<file path="src/rtl/wb_timing_pkg.sv">
// Shared types and Wishbone width constants for the timing-measuring Wishbone master.
package wb_timing_pkg;

   localparam int unsigned ADR_W = 32;
   localparam int unsigned DAT_W = 32;
   localparam int unsigned SEL_W = 4;

   typedef enum logic [1:0] {
      ST_IDLE = 2'd0,
      ST_BUS  = 2'd1,
      ST_RESP = 2'd2
   } wb_state_e;

endpackage

</file>
<file path="src/rtl/wb_timing_master.sv">
// Wishbone classic master: one command at a time, measures ack latency,
// abandons a stalled cycle after TIMEOUT_CYC stb cycles and keeps simple statistics.
//
// state | meaning
// IDLE  | cmd_ready_o high, waiting for a command
// BUS   | cyc/stb asserted, counting latency, watching ack/err/timeout
// RESP  | rsp_valid_o high, response held until rsp_ready_i
module wb_timing_master
   import wb_timing_pkg::*;
#(
   parameter int unsigned TIMEOUT_CYC = 255,
   parameter int unsigned LAT_W       = 16
) (
   input  logic             wb_clk_i,
   input  logic             wb_rst_ni,
   input  logic             cmd_valid_i,
   output logic             cmd_ready_o,
   input  logic             cmd_we_i,
   input  logic [SEL_W-1:0] cmd_sel_i,
   input  logic [ADR_W-1:0] cmd_adr_i,
   input  logic [DAT_W-1:0] cmd_dat_i,
   output logic             rsp_valid_o,
   input  logic             rsp_ready_i,
   output logic [DAT_W-1:0] rsp_dat_o,
   output logic             rsp_err_o,
   output logic             rsp_timeout_o,
   output logic [LAT_W-1:0] rsp_lat_o,
   output logic             wbm_cyc_o,
   output logic             wbm_stb_o,
   output logic             wbm_we_o,
   output logic [SEL_W-1:0] wbm_sel_o,
   output logic [ADR_W-1:0] wbm_adr_o,
   output logic [DAT_W-1:0] wbm_dat_o,
   input  logic             wbm_ack_i,
   input  logic             wbm_err_i,
   input  logic [DAT_W-1:0] wbm_dat_i,
   output logic [31:0]      stat_txn_o,
   output logic [LAT_W-1:0] stat_max_lat_o
);

   localparam logic [15:0] TO_LOAD = 16'(TIMEOUT_CYC - 1);

   wb_state_e        state_q, state_d;
   logic             cyc_q, we_q;
   logic [SEL_W-1:0] sel_q;
   logic [ADR_W-1:0] adr_q;
   logic [DAT_W-1:0] dat_q;
   logic [LAT_W-1:0] lat_q;
   logic [15:0]      to_q;
   logic [DAT_W-1:0] rsp_dat_q;
   logic             rsp_err_q, rsp_to_q;
   logic [LAT_W-1:0] rsp_lat_q;
   logic [31:0]      txn_q;
   logic [LAT_W-1:0] max_lat_q;

   logic cmd_fire, bus_hit, to_hit, rsp_fire;

   assign cmd_fire = (state_q == ST_IDLE) && cmd_valid_i;
   assign bus_hit  = (state_q == ST_BUS) && (wbm_ack_i || wbm_err_i);
   assign to_hit   = (state_q == ST_BUS) && !bus_hit && (to_q == 16'd0);
   assign rsp_fire = (state_q == ST_RESP) && rsp_ready_i;

   always_ff @(posedge wb_clk_i or negedge wb_rst_ni) begin
      if (!wb_rst_ni) state_q <= ST_IDLE;
      else            state_q <= state_d;
   end

   always_comb begin
      state_d = state_q;
      case (state_q)
         ST_IDLE: if (cmd_valid_i)                 state_d = ST_BUS;
         ST_BUS:  if (bus_hit || to_hit)           state_d = ST_RESP;
         ST_RESP: if (rsp_ready_i)                 state_d = ST_IDLE;
         default:                                  state_d = ST_IDLE;
      endcase
   end

   // Ready is gated by the reset pin so it reads low for the whole reset pulse.
   always_comb begin
      cmd_ready_o = (state_q == ST_IDLE) && wb_rst_ni;
      rsp_valid_o = (state_q == ST_RESP);
   end

   always_ff @(posedge wb_clk_i or negedge wb_rst_ni) begin
      if (!wb_rst_ni) begin
         cyc_q     <= 1'b0;
         we_q      <= 1'b0;
         sel_q     <= '0;
         adr_q     <= '0;
         dat_q     <= '0;
         lat_q     <= '0;
         to_q      <= '0;
         rsp_dat_q <= '0;
         rsp_err_q <= 1'b0;
         rsp_to_q  <= 1'b0;
         rsp_lat_q <= '0;
         txn_q     <= '0;
         max_lat_q <= '0;
      end else begin
         if (cmd_fire) begin
            cyc_q <= 1'b1;
            we_q  <= cmd_we_i;
            sel_q <= cmd_sel_i;
            adr_q <= cmd_adr_i;
            dat_q <= cmd_dat_i;
            lat_q <= LAT_W'(1);
            to_q  <= TO_LOAD;
         end else if (bus_hit) begin
            cyc_q     <= 1'b0;
            rsp_dat_q <= we_q ? '0 : wbm_dat_i;
            rsp_err_q <= wbm_err_i;
            rsp_to_q  <= 1'b0;
            rsp_lat_q <= lat_q;
            if (lat_q > max_lat_q) max_lat_q <= lat_q;
         end else if (to_hit) begin
            cyc_q     <= 1'b0;
            rsp_dat_q <= '0;
            rsp_err_q <= 1'b0;
            rsp_to_q  <= 1'b1;
            rsp_lat_q <= lat_q;
         end else if (state_q == ST_BUS) begin
            if (lat_q != '1) lat_q <= lat_q + 1'b1;
            to_q <= to_q - 16'd1;
         end
         if (rsp_fire) txn_q <= txn_q + 32'd1;
      end
   end

   assign wbm_cyc_o      = cyc_q;
   assign wbm_stb_o      = cyc_q;
   assign wbm_we_o       = we_q;
   assign wbm_sel_o      = sel_q;
   assign wbm_adr_o      = adr_q;
   assign wbm_dat_o      = dat_q;
   assign rsp_dat_o      = rsp_dat_q;
   assign rsp_err_o      = rsp_err_q;
   assign rsp_timeout_o  = rsp_to_q;
   assign rsp_lat_o      = rsp_lat_q;
   assign stat_txn_o     = txn_q;
   assign stat_max_lat_o = max_lat_q;

endmodule

</file>
<file path="config.mk">
export PLATFORM = sky130hd
export DESIGN_NAME = wb_timing_master
export DESIGN_NICKNAME = d
export VERILOG_FILES = /design/src/rtl/wb_timing_pkg.sv /design/src/rtl/wb_timing_master.sv
export SDC_FILE = /design/constraint.sdc
export NUM_CORES = 1
export LEC_CHECK = 0
export ABC_AREA = 1
export ABC_CLOCK_PERIOD_IN_PS = 4050
export BUFFER_PORTS_ARGS = -buffer_cell sky130_fd_sc_hd__buf_2
export CAP_MARGIN = 20
export CORE_AREA = 3 3 203 205
export CTS_CLUSTER_DIAMETER = 120
export DETAILED_ROUTE_END_ITERATION = 6
export DIE_AREA = 0 0 206 208
export SLEW_MARGIN = 10
export SYNTH_ARGS = -nofsm -noshare
export SYNTH_HDL_FRONTEND = slang
export SYNTH_SLANG_ARGS = --single-unit
</file>
<file path="constraint.sdc">
create_clock -name wb_clk_i -period 4.05 [get_ports wb_clk_i]
set_input_delay 0.6075 -clock wb_clk_i [delete_from_list [all_inputs] [get_ports wb_clk_i]]
set_output_delay 0.6075 -clock wb_clk_i [all_outputs]
set_load 0.02 [all_outputs]
</file>
* Yosys cells after proc, flatten, opt, wreduce, memory -nomap -nowiden
Cells that the tools add are included.
** Word-level totals
- Register bits after elaboration :: 202
- Input bits :: 107
- Word-level logic and storage cells :: 71
** Operators by class
- $add $sub $neg :: 3
- Order comparisons :: 1
- Eq/ne operators :: 8
- Muxes and demuxes :: 24
- Bitwise gates (word level) :: 1
- Reduce and logical (&&, ||, !) cells :: 20
** Operators by type and width (count)
- $mux 16 :: 11
- $mux 32 :: 3
- $add 32x1->32 const B :: 1
- $add 16x1->16 const B :: 1
- $gt 16x16->1 :: 1
- $logic_not 16->1 :: 1
- $ne 16x16->1 const B :: 1
- $sub 16x1->16 const B :: 1
- $reduce_and 3->1 :: 3
- $logic_and 1x1->1 :: 6
- $mux 1 :: 6
- $mux 2 :: 3
- $ne 2x2->1 const B :: 3
- $pmux 2 s3 :: 1
- $reduce_bool 2->1 :: 3
- $ne 2x1->1 const B :: 2
- $reduce_and 4->1 :: 1
- $reduce_bool 3->1 :: 1
- $eq 2x1->1 const B :: 1
- $eq 2x2->1 const B :: 1
- $logic_not 2->1 :: 1
- $logic_or 1x1->1 :: 2
- $reduce_and 2->1 :: 1
- $logic_not 1->1 :: 1
- $not 1->1 :: 1

* Depth between registers and ports, before layout
- Depth in word-level cells :: 8
- Gate-level depth with buffers :: 12

* Worst setup path before layout
Ideal clock, no wire load.
- Path type :: reg2reg
- Start :: reg max_lat_q[15], in the netlist stat_max_lat_o[15]
- End :: reg max_lat_q[10], in the netlist stat_max_lat_o[10]
- Library setup time :: 117 ps
- Arrival :: 1708 ps
- Required time :: 3933 ps
- Path slack :: 2224 ps
- Stages on the path, launching flop included :: 13
- Buffers on the path :: 1
- Clock period less this slack :: 1826 ps
- Cells stage by stage :: dfrtp_1 inv_1 ha_1 nand2_1 nor2_2 nand2_1 nor2_4 nand2_1 nand3_2 nand2_4 buf_6 nand2_1 nand2_1
** On the way
- Longest elaborated chain between the ends :: 2
** Ends and longest elaborated chain
- start: declaration :: line wb_timing_master.sv:54 : logic [LAT_W-1:0] max_lat_q;
- start signal: assignment :: line wb_timing_master.sv:114 : if (lat_q > max_lat_q) max_lat_q <= lat_q;
- $gt 16x16->1 :: line wb_timing_master.sv:114
- $reduce_and 3->1 (no line)
Every way passes these cells.
A chain may end at the register's enable or synchronous reset.

* Worst setup path after layout
- Start :: reg state_q[1]
- End :: reg lat_q[10]
** On the way
- Longest elaborated chain between the ends :: 7
- Elaborated cells between the ends (all ways) :: 13
- Those cells by class :: 3 x eq/ne; 1 x mux; 9 x reduce/logical
** Ends and longest elaborated chain
- start: declaration :: line wb_timing_master.sv:43 : wb_state_e state_q, state_d;
- start signal: assignment :: line wb_timing_master.sv:65 : else state_q <= state_d;
- $eq 2x1->1 :: line wb_timing_master.sv:59, wb_timing_master.sv:60, wb_timing_master.sv:121
- $logic_and 1x1->1 :: line wb_timing_master.sv:59 : assign bus_hit = (state_q == ST_BUS) && (wbm_ack_i || wbm_err_i);
- $logic_not 1->1 :: line wb_timing_master.sv:60 : assign to_hit = (state_q == ST_BUS) && !bus_hit && (to_q == 16'd0);
- $logic_and 1x1->1 (2 in a row) :: line wb_timing_master.sv:60
- $ne 2x2->1 (no line)
- $reduce_and 4->1 (no line)
- end signal: assignment :: line wb_timing_master.sv:122 : if (lat_q != '1) lat_q <= lat_q + 1'b1;
- end: declaration :: line wb_timing_master.sv:48 : logic [LAT_W-1:0] lat_q;
Parallel ways exist; a longest one is shown, timed or not.

==> out/results.md <==
| Item | Reported | Unit |
|---|---|---|
| Setup bufs post-CTS | 0 | - |
| List of cells traversed by the critical path | nor2_1 -> nand2_4 -> nand2_1 -> nand2_2 -> nor2_4 -> inv_2 -> nand2_1 -> nand2_1 | - |
| Async set or reset register ratio after synthesis | 1.00 | - |
| Final setup skew | 0.0130 | ns |
| RSZ-0062 raised after global routing | false | - |
| Sum of net half-perimeters after detailed placement | 19,700 | um |
| Setup violations, final | 0 | - |
| Initial cell density of the core | 0.247 | - |
| Area enclosed by the die boundary | 42,800 | um^2 |
| Post-Syn Nets | 1,370 | - |
| Warnings, synthesis | 0 | - |
| Most frequent cell after synthesis | nand2_1 | - |
| Global-route wire length before repair | 43,600 | um |
| Number of nets in the finished design | 1,641 | - |
| F_max | 438 | MHz |
| Power density over the cells | 813 | nW/um^2 |
| Count of port buffers added during placement | 277 | - |
| Hold bufs inserted after CTS | 0 | - |
| Largest net degree at the start of global routing | 110 | - |
| Portion of the post-synthesis area used by sequential elements | 0.516 | - |
| H-tree Lvls | 1 | - |
| TritonCTS clock tree | yes | - |
| Gpl congestion | 0.824 | - |
| Area added between synthesis and finish | 28.8 | % |
| Area of the placeable core | 39,600 | um^2 |
| Static leakage power | 0.00689 | uW |
| Clock root buffer | clkbuf_16 | - |
| Cells resized by post-CTS repair | 0 | - |
| Antenna violations before repair | 1 | - |
| Maximum buffer depth of the clock tree | 3 | - |
| Crit-path slowest cell | nor2_4 | - |
| Die Width | 206 | um |
| Average routed wire per standard cell | 13.3 | um |
| Critical path arrival | 2.71 | ns |
| Worst VDD drop | 454 | uV |
| Number of design rule violations left after detail routing | 0 | - |
| Avg Cell Area, Syn | 7.89 | um^2 |
| Clock slew at reported path FFs | 0.05 | ns |
| Sort of element at the start of the critical path | flip-flop | - |
| Synthesis-stage register bit count | 202 | - |
| Final-report max-slew violation count | 0 | - |
| Category of cells accounting for the largest share of critical-path delay | simple AND/OR/NAND/NOR gates | - |
| Number of buffer and inverter stages on the critical path | 1 | - |
| Measured slew at the worst slew-check pin | 0.660 | ns |
| Result of the run | finished, final reports clean | - |
| Area share of the leading cell type in the synthesized netlist | 0.516 | - |
| Source-to-sink clock delay at the later pin of the worst-skew pair | 0.54 | ns |
| Critical path class | flip-flop to flip-flop | - |
| Minimum setup slack after placement | 1.80 | ns |
| Final ANT Viol Nets | 0 | - |
| Critical path required time | 4.47 | ns |
| Highest cell delay on the worst timing path | 0.45 | ns |
| Cell taking the most area after synthesis | dfrtp_1 | - |
| Number of sinks on the clock net | 202 | - |
| Number of clock buffers inserted by TritonCTS | 26 | - |
| Number of flops mapped to enable cells by yosys | 0 | - |
| Average via count per standard cell | 4.21 | - |
| Final WS setup | 1.77 | ns |
| Number of instances in the synthesized netlist | 1,243 | - |
| Violation count after the first detailed-route iteration | 454 | - |
| Number of inserted diodes | 0 | - |
| Synth area leaders | dfrtp_1 (52%), nand2_1 (21%), inv_1 (4.3%), nor2_1 (3.8%), nand3_1 (2.7%) | - |
| Total routing resource utilization after global routing | 0.124 | - |
| CP most frequent cell | nand2_1 | - |
| Detailed-route wire length | 27,400 | um |
| Number of I/O pins | 278 | - |
| Number of vias after detailed routing | 8,650 | - |
| Mapped cell area | 9800 | um^2 |
| Endpoint kind of the worst setup timing path | flip-flop | - |
| Total negative setup slack | 0 | ns |
| Post-synth top cells | nand2_1 (554), dfrtp_1 (202), inv_1 (111) | - |
| Total congestion overflow after global routing | 0 | - |
| Max Cap Viol | 0 | - |
| Final worst path period share | 0.564 | - |
| Min cycle time layout | 2.28 | ns |
| Filler-free cell count of the finished design | 2,057 | - |
| Final Hold Violating Endpoints | 0 | - |
| CP max FO | 39 | - |
| Layout cell share with drive strength beyond 1 | 0.242 | - |
| Count of different cell masters after synthesis | 34 | - |
| First-pass iteration count of the detailed router | 6 | - |
| Vias in the first global route | 8,427 | - |
| Tightest slew margin relative to the limit | 0.560 | - |
| Pwr Total | 10,300 | uW |
| Path class of the lowest-slack min-delay path | primary input to async pin | - |
| Die H | 208 | um |
| Most frequently used flop master after synthesis | dfrtp_1 | - |
| Cell count after placement | 2,011 | - |
| Total number of placement rows | 73 | - |
metal layers:
metal | part of all wire | up-vias | global-route usage
li1 | - | 4359 | -
met1 | 0.45 | 3969 | 0.163
met2 | 0.45 | 286 | 0.202
met3 | 0.080 | 36 | 0.0300
met4 | 0.019 | 0 | 0.0353
met5 | 0 | - | 0
sequential cells by signal (all words and copies together), names as in the netlist, 2 cells and up:
name	flops
rsp_dat_o	32
stat_txn_o	32
wbm_adr_o	32
wbm_dat_o	32
lat_q	16
rsp_lat_o	16
stat_max_lat_o	16
to_q	16
wbm_sel_o	4
state_q	2
worst paths after layout:
path                                     startpoint                   endpoint  slack (ns)  cells past startpoint
max in group asynchronous                 wb_rst_ni  wbm_dat_o[16]$_DFFE_PN0P_        3.00                      2
min                                       wb_rst_ni      lat_q[12]$_DFFE_PN0P_        0.05                      1
max                          state_q[1]$_DFFE_PN0P_      lat_q[10]$_DFFE_PN0P_        1.77                      8
max reg2reg                  state_q[1]$_DFFE_PN0P_      lat_q[10]$_DFFE_PN0P_        1.77                      8
min in group wb_clk_i                 cmd_dat_i[23]  wbm_dat_o[23]$_DFFE_PN0P_        0.26                      3
min reg2reg                wbm_sel_o[1]$_DFFE_PN0P_   wbm_sel_o[1]$_DFFE_PN0P_        0.47                      2
cells by family after synthesis:
| logic type | Yosys count | share of synthesized area |
|---|---|---|
| AND/OR/NAND/NOR | 755 | 0.315 |
| adder cells (fa/ha/maj) | 20 | 0.0255 |
| buffers and inverters | 157 | 0.0715 |
| flip-flops | 202 | 0.516 |
| AO/OA/AOI/OAI | 80 | 0.0462 |
| XOR/XNOR | 29 | 0.0259 |
placed cells by master (no fill, tap or decap), types with 3 or more instances in the layout:
cell and n:
a21oi_1 7, nor2_1 98, buf_4 4, ha_1 20
nand2_4 4, o21ai_1 43, nor3_1 11, clkbuf_8 6
inv_1 111, nor2_2 9, bufinv_16 6, nor2_4 5
clkinv_2 3, nand2_1 553, nand4_1 7, nand3_1 53
nand3_2 5, o21ai_2 9, o21ai_0 17, xnor2_1 6
xor2_1 23, buf_2 276, nand3b_1 3, inv_2 6
clkbuf_16 27, dfrtp_1 202
metrics by stage:
stage                      util  hold slack (ns)  area, um^2
after floorplan               -            0.312        9800
after global placement    0.294            0.452       11700
after detailed placement  0.294            0.460       11700
after CTS                 0.319           0.0347       12600
after global routing      0.319           0.0605       12600
final                     0.319           0.0468       12600
area by class of cell:
cell class / count / area [um^2]
clock inverter: 12 / 220
tap: 525 / 657
multi-input combinational: 884 / 4050
sequential: 202 / 5050
clock buffer: 34 / 752
fill: 4243 / 27000
timing repair buffer: 282 / 1450
inverter: 118 / 445
where the power goes:
group | internal (uW) | leakage, uW | switching [uW] | total [uW]
Clock | 1680 | 0.000476 | 903 | 2580
Sequential | 2800 | 0.00262 | 660 | 3460
Combinational | 1310 | 0.00379 | 2910 | 4220
Power figures use the tool's default switching activity.
